**config.mk**
```make
export PLATFORM = sky130hd
export DESIGN_NAME = des_key_sched
export DESIGN_NICKNAME = d
export VERILOG_FILES = /design/src/rtl/des_key_sched.sv
export SDC_FILE = /design/constraint.sdc
export NUM_CORES = 1
export LEC_CHECK = 0
export ABC_CLOCK_PERIOD_IN_PS = 2700
export CORE_ASPECT_RATIO = 1.5
export CORE_MARGIN = 2
export CORE_UTILIZATION = 29
export CTS_BUF_LIST = sky130_fd_sc_hd__clkbuf_4
export CTS_CLUSTER_SIZE = 10
export DETAILED_ROUTE_END_ITERATION = 16
export DONT_BUFFER_PORTS = 1
export PLACE_DENSITY_LB_ADDON = 0.2
export SLEW_MARGIN = 20
export SYNTH_ARGS = -nofsm -noshare
export SYNTH_HDL_FRONTEND = slang
export SYNTH_HIERARCHICAL = 1
export SYNTH_SLANG_ARGS = --single-unit
```
**constraint.sdc**
```tcl
create_clock -name clk -period 2.7 [get_ports clk]
set_clock_uncertainty 0.05 [all_clocks]
set_input_delay 0.27 -clock clk [delete_from_list [all_inputs] [get_ports clk]]
set_output_delay 0.27 -clock clk [all_outputs]
set_load 0.01 [all_outputs]
```
**src/rtl/des_key_sched.sv**
```systemverilog
// DES key schedule: PC-1 permutation plus a sequential round-subkey generator.
// Keys use FIPS bit numbering (bit 1 = MSB) throughout.

// PC-1: selects the 56 non-parity key bits, giving C0 (bits 1-28) and D0 (bits 29-56).
module des_pc1 (
  input  logic [1:64] key_in,
  output logic [1:56] pc1_out
);

  // Parity bits take no part in the schedule.
  logic parity_unused;

  // Fixed bit selection.
  assign pc1_out = {
    key_in[57], key_in[49], key_in[41], key_in[33], key_in[25], key_in[17], key_in[9],
    key_in[1],  key_in[58], key_in[50], key_in[42], key_in[34], key_in[26], key_in[18],
    key_in[10], key_in[2],  key_in[59], key_in[51], key_in[43], key_in[35], key_in[27],
    key_in[19], key_in[11], key_in[3],  key_in[60], key_in[52], key_in[44], key_in[36],
    key_in[63], key_in[55], key_in[47], key_in[39], key_in[31], key_in[23], key_in[15],
    key_in[7],  key_in[62], key_in[54], key_in[46], key_in[38], key_in[30], key_in[22],
    key_in[14], key_in[6],  key_in[61], key_in[53], key_in[45], key_in[37], key_in[29],
    key_in[21], key_in[13], key_in[5],  key_in[28], key_in[20], key_in[12], key_in[4]
  };

  assign parity_unused = ^{key_in[8],  key_in[16], key_in[24], key_in[32],
                           key_in[40], key_in[48], key_in[56], key_in[64]};

endmodule

// Round subkey generator with valid/ready output handshake.
//
// state | meaning
// IDLE  | no schedule in progress; waits for start
// RUN   | subkey for round_q is presented; advances on each accepted beat
module des_key_sched (
  input  logic        clk,
  input  logic        rst_n,
  input  logic [1:64] key,
  input  logic        decrypt,
  input  logic        start,
  output logic [1:48] subkey,
  output logic        subkey_valid,
  input  logic        subkey_ready,
  output logic [3:0]  round,
  output logic        busy,
  output logic        done
);

  typedef enum logic {IDLE = 1'b0, RUN = 1'b1} state_t;

  state_t      state_q, state_d;
  logic [1:28] c_q, c_d;
  logic [1:28] d_q, d_d;
  logic [3:0]  round_q, round_d;
  logic        mode_q, mode_d;
  logic        done_q, done_d;
  logic [1:56] pc1_key;
  logic [4:0]  shift_idx;
  logic        shift_two;

  // 28-bit wraparound rotation by one or two places; "left" moves bits toward bit 1.
  function automatic logic [1:28] rot28(input logic [1:28] x, input logic dir_right,
                                        input logic by_two);
    logic [1:28] r;
    if (!dir_right) r = by_two ? {x[3:28], x[1:2]} : {x[2:28], x[1]};
    else            r = by_two ? {x[27:28], x[1:26]} : {x[28], x[1:27]};
    return r;
  endfunction

  des_pc1 u_pc1 (
    .key_in (key),
    .pc1_out(pc1_key)
  );

  // Encrypt round r rotates by shift(r); the decrypt walk undoes rounds 16 down to 2.
  always_comb begin
    shift_idx = mode_q ? (5'd16 - {1'b0, round_q}) : ({1'b0, round_q} + 5'd2);
    shift_two = !((shift_idx == 5'd1) || (shift_idx == 5'd2) ||
                  (shift_idx == 5'd9) || (shift_idx == 5'd16));
  end

  // Next-state and datapath update.
  always_comb begin
    state_d = state_q;
    c_d     = c_q;
    d_d     = d_q;
    round_d = round_q;
    mode_d  = mode_q;
    done_d  = 1'b0;
    case (state_q)
      IDLE: begin
        if (start) begin
          // Decrypt starts from C16/D16, which equal C0/D0 after a full 28-place turn.
          c_d     = decrypt ? pc1_key[1:28]  : rot28(pc1_key[1:28], 1'b0, 1'b0);
          d_d     = decrypt ? pc1_key[29:56] : rot28(pc1_key[29:56], 1'b0, 1'b0);
          mode_d  = decrypt;
          round_d = 4'd0;
          state_d = RUN;
        end
      end
      RUN: begin
        if (subkey_ready) begin
          if (round_q == 4'd15) begin
            state_d = IDLE;
            done_d  = 1'b1;
            round_d = 4'd0;
          end else begin
            round_d = round_q + 4'd1;
            c_d     = rot28(c_q, mode_q, shift_two);
            d_d     = rot28(d_q, mode_q, shift_two);
          end
        end
      end
      default: state_d = IDLE;
    endcase
  end

  // State and datapath registers.
  always_ff @(posedge clk or negedge rst_n) begin
    if (!rst_n) begin
      state_q <= IDLE;
      c_q     <= '0;
      d_q     <= '0;
      round_q <= 4'd0;
      mode_q  <= 1'b0;
      done_q  <= 1'b0;
    end else begin
      state_q <= state_d;
      c_q     <= c_d;
      d_q     <= d_d;
      round_q <= round_d;
      mode_q  <= mode_d;
      done_q  <= done_d;
    end
  end

  // PC-2 over C||D: positions 1-28 come from C, 29-56 from D.
  assign subkey = {
    c_q[14], c_q[17], c_q[11], c_q[24], c_q[1],  c_q[5],
    c_q[3],  c_q[28], c_q[15], c_q[6],  c_q[21], c_q[10],
    c_q[23], c_q[19], c_q[12], c_q[4],  c_q[26], c_q[8],
    c_q[16], c_q[7],  c_q[27], c_q[20], c_q[13], c_q[2],
    d_q[13], d_q[24], d_q[3],  d_q[9],  d_q[19], d_q[27],
    d_q[2],  d_q[12], d_q[23], d_q[17], d_q[5],  d_q[20],
    d_q[16], d_q[21], d_q[11], d_q[28], d_q[6],  d_q[25],
    d_q[18], d_q[14], d_q[22], d_q[8],  d_q[1],  d_q[4]
  };

  assign subkey_valid = (state_q == RUN);
  assign busy         = (state_q == RUN);
  assign round        = round_q;
  assign done         = done_q;

endmodule

```
==> results.ini, run 1 <==
[cts]
clock_path_buffers=2
clk_transition_reported_paths_ns=0.12
cts_tree=built
clock-root-buffer=clkbuf_4
cts_num_sinks=63
cts_setup_buffers=0
cts_made_buffers=9
insertion_delay_ns=0.46
cts.htree.levels=3

[setup_path]
critPathMaxFanout=28
cp_data_required_time_ns=3.04
crit_path_end_kind=register
arrival_ns=2.65
startpoint_type=register
crit_type=reg -> reg

[grt]
antenna_found_initial=2
grt-ovfl-total=0
grt_pass1_wl_um=39800
grt_pass1_vias=7042
grt_max_degree=113
track_usage=0.185

[status]
status=finished clean

[synthesis]
synthCells=991
yosysSeqAreaShare=0.210
netlist_area_mm2=0.00751
synth_nets=1064
dominantRegCellSynth=dfrtp_1
syn_area_per_cell_um2=7.58
synth.distinct_cells=33
synth_seq_cells=63
synth-edff-count=0
yosysWarnings=6
synth-async-reset-ratio=1.00

[finish]
instances_no_fill=1162
nets=896
nFillCells=2797
fin_util=0.283
syn_to_final_growth_pct=-3.40
multi_input_area_mm2=0.00433
layout_commonest_cell=nand4_1
seqCellArea_mm2=0.00158
final_cell_mix=nand4_1 (168), inv_1 (116), a21oi_1 (113)
drive_gt1_frac=0.151

[sta]
setup_violations=0
hold_viol=0
setup_ws_ns=0.393
fmax_mhz=433
maxSlewViolCount=0
rsz0062_at_grt=false
max_slew_margin=0.652
period_needed_ns=2.31
final.period_utilization=0.854
worst_pin_slew_ns=0.522
finalSetupTns_ns=0

[floorplan]
fp.coreArea_mm2=0.0256
die_x_um=135
io_pins=124
start_util=0.293
die_y_um=201
fp-row-count=72
dieArea_mm2=0.0272

[detailed_routing]
firstDrtPassIters=5
via_per_inst=5.93
antenna_left=0
via_count=6893
first_iter_violations=536
drcViolationCount=0
wirelength_um=25000
wl_per_cell_um=21.5

[power]
power_density_mw_per_mm2=1210
ir_drop_uv=697
finalPower_mw=8.79
leakagePower_nw=3.03

[placed_design]
io_buffers=0
gp_congestion=0.731
dp_hpwl_um=15000
dp.cells=1140
post-place-ws_ns=0.381

[worst_hold_path]
min_path_type=in -> reg

[run]
max_cap_viol_count=0

==> layout make-up <==
| type | count | area share |
|---|---|---|
| Antenna cell | 2 | 0.000690 |
| Clock buffer | 9 | 0.00932 |
| Clock inverter | 6 | 0.00725 |
| Inverter | 116 | 0.0600 |
| Multi-Input combinational cell | 607 | 0.597 |
| Tap cell | 333 | 0.0575 |
| Sequential cell | 63 | 0.218 |
| Timing Repair Buffer | 26 | 0.0500 |
==> synthesized netlist by cell type (2+ instances only) <==
library cell,count,area share
nand4_1,168,0.14
inv_1,116,0.058
a21oi_1,113,0.075
buf_4,105,0.11
clkbuf_1,66,0.033
dfrtp_1,63,0.21
and3b_1,57,0.067
nor3_1,57,0.038
a211oi_1,56,0.056
mux2_2,56,0.084
o211ai_1,34,0.034
o211ai_2,24,0.040
buf_2,17,0.011
buf_1,13,0.0065
nand2_1,7,0.0035
o21ai_0,5,0.0033
buf_6,4,0.0060
ha_1,4,0.0067
nor2_1,4,0.0020
nor2b_1,4,0.0033
nand3_1,3,0.0020
and2_1,2,0.0017
mux2i_1,2,0.0027
nand2b_1,2,0.0017
==> routing by layer <==
metal,vias to the layer above,routed length (um),track usage
met3,45,1160,0.0331
li1,3236,-,-
met2,179,13100,0.334
met5,-,0,0
met4,0,591,0.0696
met1,3433,10200,0.214
==> state kept, by name, summed over array words and instances, names as in the netlist <==
name / count
mode_q: 1
busy: 1
d_q: 28
round: 4
c_q: 28
done: 1
==> cell families (layout without fill, tap and decap cells) <==
kind of cell	count (synthesis)	count (layout)	share of synthesized area
other	0	2	0
and+or+nand+nor	306	306	0.261
adders and majority gates	4	4	0.00667
DFF	63	63	0.210
buffers and inverters	321	157	0.220
muxes	58	58	0.0867
AOI/OAI and AO/OA	239	239	0.216
==> path summary, 6_finish.rpt <==
| check | from | end | slack [ns] | cells past startpoint |
|---|---|---|---|---|
| worst min-delay path | subkey_ready | round[3]$_DFFE_PN0P_ | 0.06 | 3 |
| max in group asynchronous | rst_n | busy$_DFF_PN0_ | 1.94 | 2 |
| worst max-delay path | round[1]$_DFFE_PN0P_ | d_q[19]$_DFFE_PN0P_ | 0.39 | 8 |
| worst max register to register | round[1]$_DFFE_PN0P_ | d_q[19]$_DFFE_PN0P_ | 0.39 | 8 |
| worst min register to register | c_q[18]$_DFFE_PN0P_ | c_q[20]$_DFFE_PN0P_ | 0.62 | 2 |
| min in group asynchronous | rst_n | d_q[26]$_DFFE_PN0P_ | 0.33 | 2 |
==> metrics by stage <==
step,hold slack (ns),cell area [um2]
4_1_cts,0.00611,7250
3_5_place_dp,-0.0710,7060
6_report,0.0583,7250
3_3_place_gp,-0.0711,7060
5_1_grt,0.0195,7250
2_1_floorplan,-0.0756,7510
==> power breakdown <==
group | switching [mW] | internal [mW]
logic | 3.33 | 2.26
registers | 1.13 | 1.37
clock network | 0.427 | 0.266
total | 4.88 | 3.90
==> critical path, stage by stage (launching register included) <==
cell      delay [ns]
dfrtp_1         0.52
inv_1           0.16
ha_1            0.32
nor4bb_1        0.25
o21ai_0         0.18
o211ai_1        0.25
buf_12          0.26
nand4_1         0.11
o211ai_1        0.13
==> what timing repair did <==
action,CTS,global route
gates resized for setup,0,0
hold endpoints to repair,70,0
hold buffers,5,0
(Power assumes the default switching activity.)
==> run 2, diff against run 1 <==
--- a/config.mk
+++ b/config.mk
@@ -6,6 +6,8 @@
 export NUM_CORES = 1
 export LEC_CHECK = 0
 export ABC_CLOCK_PERIOD_IN_PS = 2700
+export CELL_PAD_IN_SITES_DETAIL_PLACEMENT = 0
+export CELL_PAD_IN_SITES_GLOBAL_PLACEMENT = 2
 export CORE_ASPECT_RATIO = 1.5
 export CORE_MARGIN = 2
 export CORE_UTILIZATION = 29
@@ -13,7 +15,8 @@
 export CTS_CLUSTER_SIZE = 10
 export DETAILED_ROUTE_END_ITERATION = 16
 export DONT_BUFFER_PORTS = 1
-export PLACE_DENSITY_LB_ADDON = 0.2
+export GPL_TIMING_DRIVEN = 0
+export PLACE_DENSITY_LB_ADDON = 0.1
 export SLEW_MARGIN = 20
 export SYNTH_ARGS = -nofsm -noshare
 export SYNTH_HDL_FRONTEND = slang
==> results.ini, run 2 (same netlist as run 1, synthesis figures left out) <==
[grt]
grt_pass1_vias=7757  ; was 7042
grt_max_degree=64  ; was 113
track_usage=0.223  ; was 0.185
grt-ovfl-total=0  ; unchanged
antenna_found_initial=1  ; was 2
grt_pass1_wl_um=46700  ; was 39800 um

[placed_design]
gp_congestion=0.775  ; was 0.731
dp_hpwl_um=21500  ; was 15000 um
dp.cells=1324  ; was 1140
io_buffers=0  ; unchanged

[finish]
final_cell_mix=nand4_1 (168), inv_1 (116), a21oi_1 (113)  ; unchanged
layout_commonest_cell=nand4_1  ; unchanged
syn_to_final_growth_pct=8.08  ; was -3.40%
fin_util=0.317  ; was 0.283
nets=1076  ; was 896
drive_gt1_frac=0.248  ; was 0.151
instances_no_fill=1341  ; was 1162

[cts]
cts_made_buffers=9  ; unchanged
insertion_delay_ns=0.50  ; was 0.46 ns
cts.htree.levels=3  ; unchanged
cts_num_sinks=63  ; unchanged
cts_setup_buffers=0  ; unchanged
clock_path_buffers=2  ; unchanged
clock-root-buffer=clkbuf_4  ; unchanged
cts_tree=built  ; unchanged
clk_transition_reported_paths_ns=0.12  ; about the same

[sta]
period_needed_ns=2.46  ; was 2.31 ns
max_slew_margin=0.561  ; was 0.652
final.period_utilization=0.911  ; was 0.854
hold_viol=0  ; unchanged
fmax_mhz=406  ; was 433 MHz
worst_pin_slew_ns=0.659  ; was 0.522 ns
maxSlewViolCount=0  ; unchanged
rsz0062_at_grt=false  ; unchanged
setup_violations=0  ; unchanged

[floorplan]
fp-row-count=72  ; unchanged
dieArea_mm2=0.0272  ; unchanged
fp.coreArea_mm2=0.0256  ; unchanged
die_x_um=135  ; unchanged
start_util=0.293  ; unchanged
die_y_um=201  ; unchanged
io_pins=124  ; unchanged

[detailed_routing]
via_count=7444  ; was 6893
firstDrtPassIters=6  ; was 5
antenna_left=0  ; unchanged
drcViolationCount=0  ; unchanged
via_per_inst=5.55  ; was 5.93
first_iter_violations=390  ; was 536
wl_per_cell_um=22.3  ; was 21.5 um
wirelength_um=29900  ; was 25000 um

[setup_path]
cp_cell_sequence=inv_1 -> ha_1 -> nor4bb_1 -> o21ai_0 -> o211ai_1 -> buf_2 -> clkbuf_2 -> nand4_1 -> o211ai_1  ; was inv_1 -> ha_1 -> nor4bb_1 -> o21ai_0 -> o211ai_1 -> buf_12 -> nand4_1 -> o211ai_1
arrival_ns=2.81  ; was 2.65 ns
reg2reg_slack_ns=0.24  ; was 0.39 ns
r2r-start=round[0]$_DFFE_PN0P_  ; was round[1]$_DFFE_PN0P_
cpPeakStageDelay_ns=0.51  ; was 0.52 ns
reg2regPathDepth=9  ; was 8
worst_path_most_repeated_cell=o211ai_1  ; unchanged
cpMaxStageDelayCell=dfrtp_2  ; was dfrtp_1
crit_type=reg -> reg  ; unchanged
critPathMaxFanout=10  ; was 28
startpoint_type=register  ; unchanged
r2r-end=d_q[4]$_DFFE_PN0P_  ; was d_q[19]$_DFFE_PN0P_
crit_path_end_kind=register  ; unchanged
cp_data_required_time_ns=3.05  ; was 3.04 ns

[worst_hold_path]
hold_path_depth=2  ; was 3
min_to=round[3]$_DFFE_PN0P_  ; unchanged
worst_hold_startpoint=start  ; was subkey_ready
min_path_type=in -> reg  ; unchanged

[power]
ir_drop_uv=350  ; was 697 uV
power_density_mw_per_mm2=1180  ; was 1210 mW/mm2
finalPower_mw=9.58  ; was 8.79 mW
leakagePower_nw=3.59  ; was 3.03 nW

[status]
status=finished clean  ; unchanged

[run]
max_cap_viol_count=0  ; unchanged

==> run 2: how the worst max path moves through the flow <==
stage	from	to	cells after the start
after global routing	round[0]$_DFFE_PN0P_	d_q[2]$_DFFE_PN0P_	9
after floorplan	round[0]$_DFFE_PN0P_	c_q[10]$_DFFE_PN0P_	9
final	round[0]$_DFFE_PN0P_	d_q[4]$_DFFE_PN0P_	9
after CTS	round[0]$_DFFE_PN0P_	d_q[9]$_DFFE_PN0P_	8
after global placement	round[1]$_DFFE_PN0P_	d_q[9]$_DFFE_PN0P_	8
after detailed placement	round[0]$_DFFE_PN0P_	c_q[18]$_DFFE_PN0P_	9
==> run 2: routing by layer <==
metal | vias up | wire length (um) | share of wire | GRT usage
met5 | - | 0 | 0 | 0
met4 | 0 | 648 | 0.022 | 0.0718
met3 | 40 | 1080 | 0.036 | 0.0245
met2 | 190 | 16100 | 0.54 | 0.414
met1 | 3623 | 12100 | 0.40 | 0.264
li1 | 3591 | - | - | -
==> run 2: cell type report <==
class                           instances  area (um2)
Tap cell                              333         417
Inverter                              116         435
Clock buffer                           13        97.6
Fill cell                            2931       17500
Timing Repair Buffer                    3        47.5
Multi-Input combinational cell        607        4280
Sequential cell                        63        1580
Buffer                                203        1240
Clock inverter                          2        8.76
Antenna cell                            1        2.50
==> run 2: worst max-delay path, delay by kind of cell (launching register included) <==
kind / cells / cell delay (ns)
AOI/OAI and AO/OA: 3 / 0.44
adders and majority gates: 1 / 0.30
buffers and inverters: 3 / 0.71
DFF: 1 / 0.51
and+or+nand+nor: 2 / 0.35
==> run 2: power by group <==
part / internal [mW] / total [mW] / leakage (nW) / switching [mW]
registers: 1.38 / 2.24 / 0.674 / 0.862
clock network: 0.222 / 0.660 / 0.0653 / 0.438
logic: 2.63 / 6.68 / 2.85 / 4.06
==> run 2: what timing repair did <==
item,4_1_cts,5_1_grt
endpoints found under the hold margin,66,0
endpoints found under the setup margin,42,56
cloned,0,0
resized for setup,13,26
hold buffers,3,0
==> run 2: metrics by stage <==
| step | hold WS, ns | worst slack (ns) | setup TNS (ns) | cell area, um2 |
|---|---|---|---|---|
| final | 0.0475 | 0.239 | 0 | 8110 |
| after global routing | 0.0475 | 0.00389 | 0 | 8110 |
| after CTS | 0.00839 | 0.00420 | 0 | 8090 |
| after detailed placement | -0.0728 | -0.0926 | -2.39 | 7920 |
| after global placement | -0.0731 | -0.127 | -3.80 | 7920 |
| after floorplan | -0.0756 | 0.564 | 0 | 7510 |
==> run 3, diff against run 2 <==
--- a/config.mk
+++ b/config.mk
@@ -6,17 +6,20 @@
 export NUM_CORES = 1
 export LEC_CHECK = 0
 export ABC_CLOCK_PERIOD_IN_PS = 2700
+export CAP_MARGIN = 15
 export CELL_PAD_IN_SITES_DETAIL_PLACEMENT = 0
 export CELL_PAD_IN_SITES_GLOBAL_PLACEMENT = 2
 export CORE_ASPECT_RATIO = 1.5
 export CORE_MARGIN = 2
 export CORE_UTILIZATION = 29
 export CTS_BUF_LIST = sky130_fd_sc_hd__clkbuf_4
+export CTS_CLUSTER_DIAMETER = 60
 export CTS_CLUSTER_SIZE = 10
 export DETAILED_ROUTE_END_ITERATION = 16
 export DONT_BUFFER_PORTS = 1
 export GPL_TIMING_DRIVEN = 0
 export PLACE_DENSITY_LB_ADDON = 0.1
+export RECOVER_POWER = 100
 export SLEW_MARGIN = 20
 export SYNTH_ARGS = -nofsm -noshare
 export SYNTH_HDL_FRONTEND = slang
==> results.ini, run 3 (same netlist as run 1, synthesis figures left out) <==
[status]
status=finished, violations left  ; was finished clean
violations=max-capacitance violations, max-slew violations

[detailed_routing]
via_per_inst=5.58  ; was 5.55
wl_per_cell_um=22.3  ; about the same
drcViolationCount=0  ; unchanged
via_count=7487  ; was 7444
first_iter_violations=410  ; was 390
wirelength_um=30000  ; was 29900 um
firstDrtPassIters=7  ; was 6
antenna_left=0  ; unchanged

[sta]
final.period_utilization=0.921  ; was 0.911
maxSlewViolCount=64  ; was 0
max_slew_margin=-0.292  ; was 0.561
worst_pin_slew_ns=1.94  ; was 0.659 ns
setup_violations=0  ; unchanged
hold_viol=0  ; unchanged
fmax_mhz=402  ; was 406 MHz
rsz0062_at_grt=false  ; unchanged
period_needed_ns=2.49  ; was 2.46 ns
finalSetupTns_ns=0  ; unchanged

[grt]
antenna_found_initial=1  ; unchanged
grt_max_degree=64  ; unchanged
grt-ovfl-total=0  ; unchanged
grt_pass1_wl_um=46700  ; unchanged
track_usage=0.223  ; unchanged
grt_pass1_vias=7757  ; unchanged

[setup_path]
reg2reg_slack_ns=0.21  ; was 0.24 ns
cp_data_required_time_ns=3.05  ; about the same
startpoint_type=register  ; unchanged
crit_path_end_kind=register  ; unchanged
critPathMaxFanout=10  ; unchanged
arrival_ns=2.84  ; was 2.81 ns
crit_type=reg -> reg  ; unchanged

[worst_hold_path]
min_path_type=in -> reg  ; unchanged

[cts]
cts_made_buffers=9  ; unchanged
insertion_delay_ns=0.49  ; was 0.50 ns
cts.htree.levels=3  ; unchanged
cts_num_sinks=63  ; unchanged
clk_transition_reported_paths_ns=0.13  ; was 0.12 ns
clock-root-buffer=clkbuf_4  ; unchanged
clock_path_buffers=2  ; unchanged
cts_tree=built  ; unchanged

[power]
ir_drop_uv=347  ; was 350 uV
leakagePower_nw=3.37  ; was 3.59 nW
power_density_mw_per_mm2=1180  ; about the same

[floorplan]
fp-row-count=72  ; unchanged
die_y_um=201  ; unchanged
start_util=0.293  ; unchanged
die_x_um=135  ; unchanged
fp.coreArea_mm2=0.0256  ; unchanged
dieArea_mm2=0.0272  ; unchanged
io_pins=124  ; unchanged

[finish]
syn_to_final_growth_pct=4.07  ; was 8.08%
drive_gt1_frac=0.181  ; was 0.248
nFillCells=2978  ; was 2931
design_area_mm2=0.00781  ; was 0.00811 mm2
nets=1076  ; unchanged
fin_util=0.305  ; was 0.317
final_cell_mix=nand4_1 (168), inv_1 (116), a21oi_1 (113)  ; unchanged
layout_commonest_cell=nand4_1  ; unchanged

[placed_design]
gp_congestion=0.775  ; unchanged
dpl-instance-area_mm2=0.00792  ; unchanged
io_buffers=0  ; unchanged
dp_hpwl_um=21500  ; unchanged

[run]
max_cap_viol_count=1  ; was 0

## run 3: per-stage QoR
step	power, mW	cells	hold slack (ns)	setup WS (ns)
finish	9.18	1341	0.0452	0.212
global route	9.97	1341	0.0475	0.00389
CTS	9.64	1340	0.00839	0.00420
detailed placement	8.90	1324	-0.0728	-0.0926
global placement	8.95	1324	-0.0731	-0.127
floorplan	6.87	991	-0.0756	0.564
## run 3: where the power goes
group	leakage, nW	total (mW)	switching (mW)	internal (mW)
Combinational	2.63	6.29	3.98	2.31
Sequential	0.674	2.23	0.855	1.38
Clock	0.0653	0.662	0.440	0.222
## run 3: metal layers
layer  up-vias  part of all wire  track usage
li1       3591                 -            -
met5         -                 0            0
met2       187              0.54        0.414
met1      3669              0.41        0.264
met3        40             0.034       0.0245
met4         0             0.022       0.0718
## run 3: timing repair
item,in CTS,in global routing
buffers inserted,0,0
pin swaps,0,0
resized for setup,13,26
setup endpoints to repair,42,56
hold buffers,3,0
endpoints found under the hold margin,66,0
## run 3: final timing paths
kind / from / endpoint / cells after the start
setup reg to reg: round[0]$_DFFE_PN0P_ / d_q[4]$_DFFE_PN0P_ / 9
hold / removal: start / round[3]$_DFFE_PN0P_ / 2
min in group asynchronous: rst_n / round[1]$_DFFE_PN0P_ / 2
hold reg to reg: round[1]$_DFFE_PN0P_ / round[1]$_DFFE_PN0P_ / 2
max in group asynchronous: rst_n / round[2]$_DFFE_PN0P_ / 2
setup / recovery: round[0]$_DFFE_PN0P_ / d_q[4]$_DFFE_PN0P_ / 9
## run 3: worst max-delay path: stages (launching register included)
cell	delay, ns
dfrtp_2	0.52
inv_1	0.09
ha_1	0.30
nor4bb_1	0.22
o21ai_0	0.17
o211ai_1	0.13
buf_2	0.30
clkbuf_2	0.34
nand4_1	0.13
o211ai_1	0.15
## run 3: cell type report
| class | count | area [um2] | area share |
|---|---|---|---|
| diodes | 1 | 2.50 | 0.000320 |
| plain buffers | 203 | 1060 | 0.135 |
| clock buffers | 13 | 97.6 | 0.0125 |
| clock inverters | 2 | 8.76 | 0.00112 |
| inverters | 116 | 435 | 0.0557 |
| multi-input cells | 607 | 4190 | 0.536 |
| flip-flops and latches | 63 | 1580 | 0.202 |
| well taps | 333 | 417 | 0.0533 |
| repair buffers | 3 | 25.0 | 0.00320 |
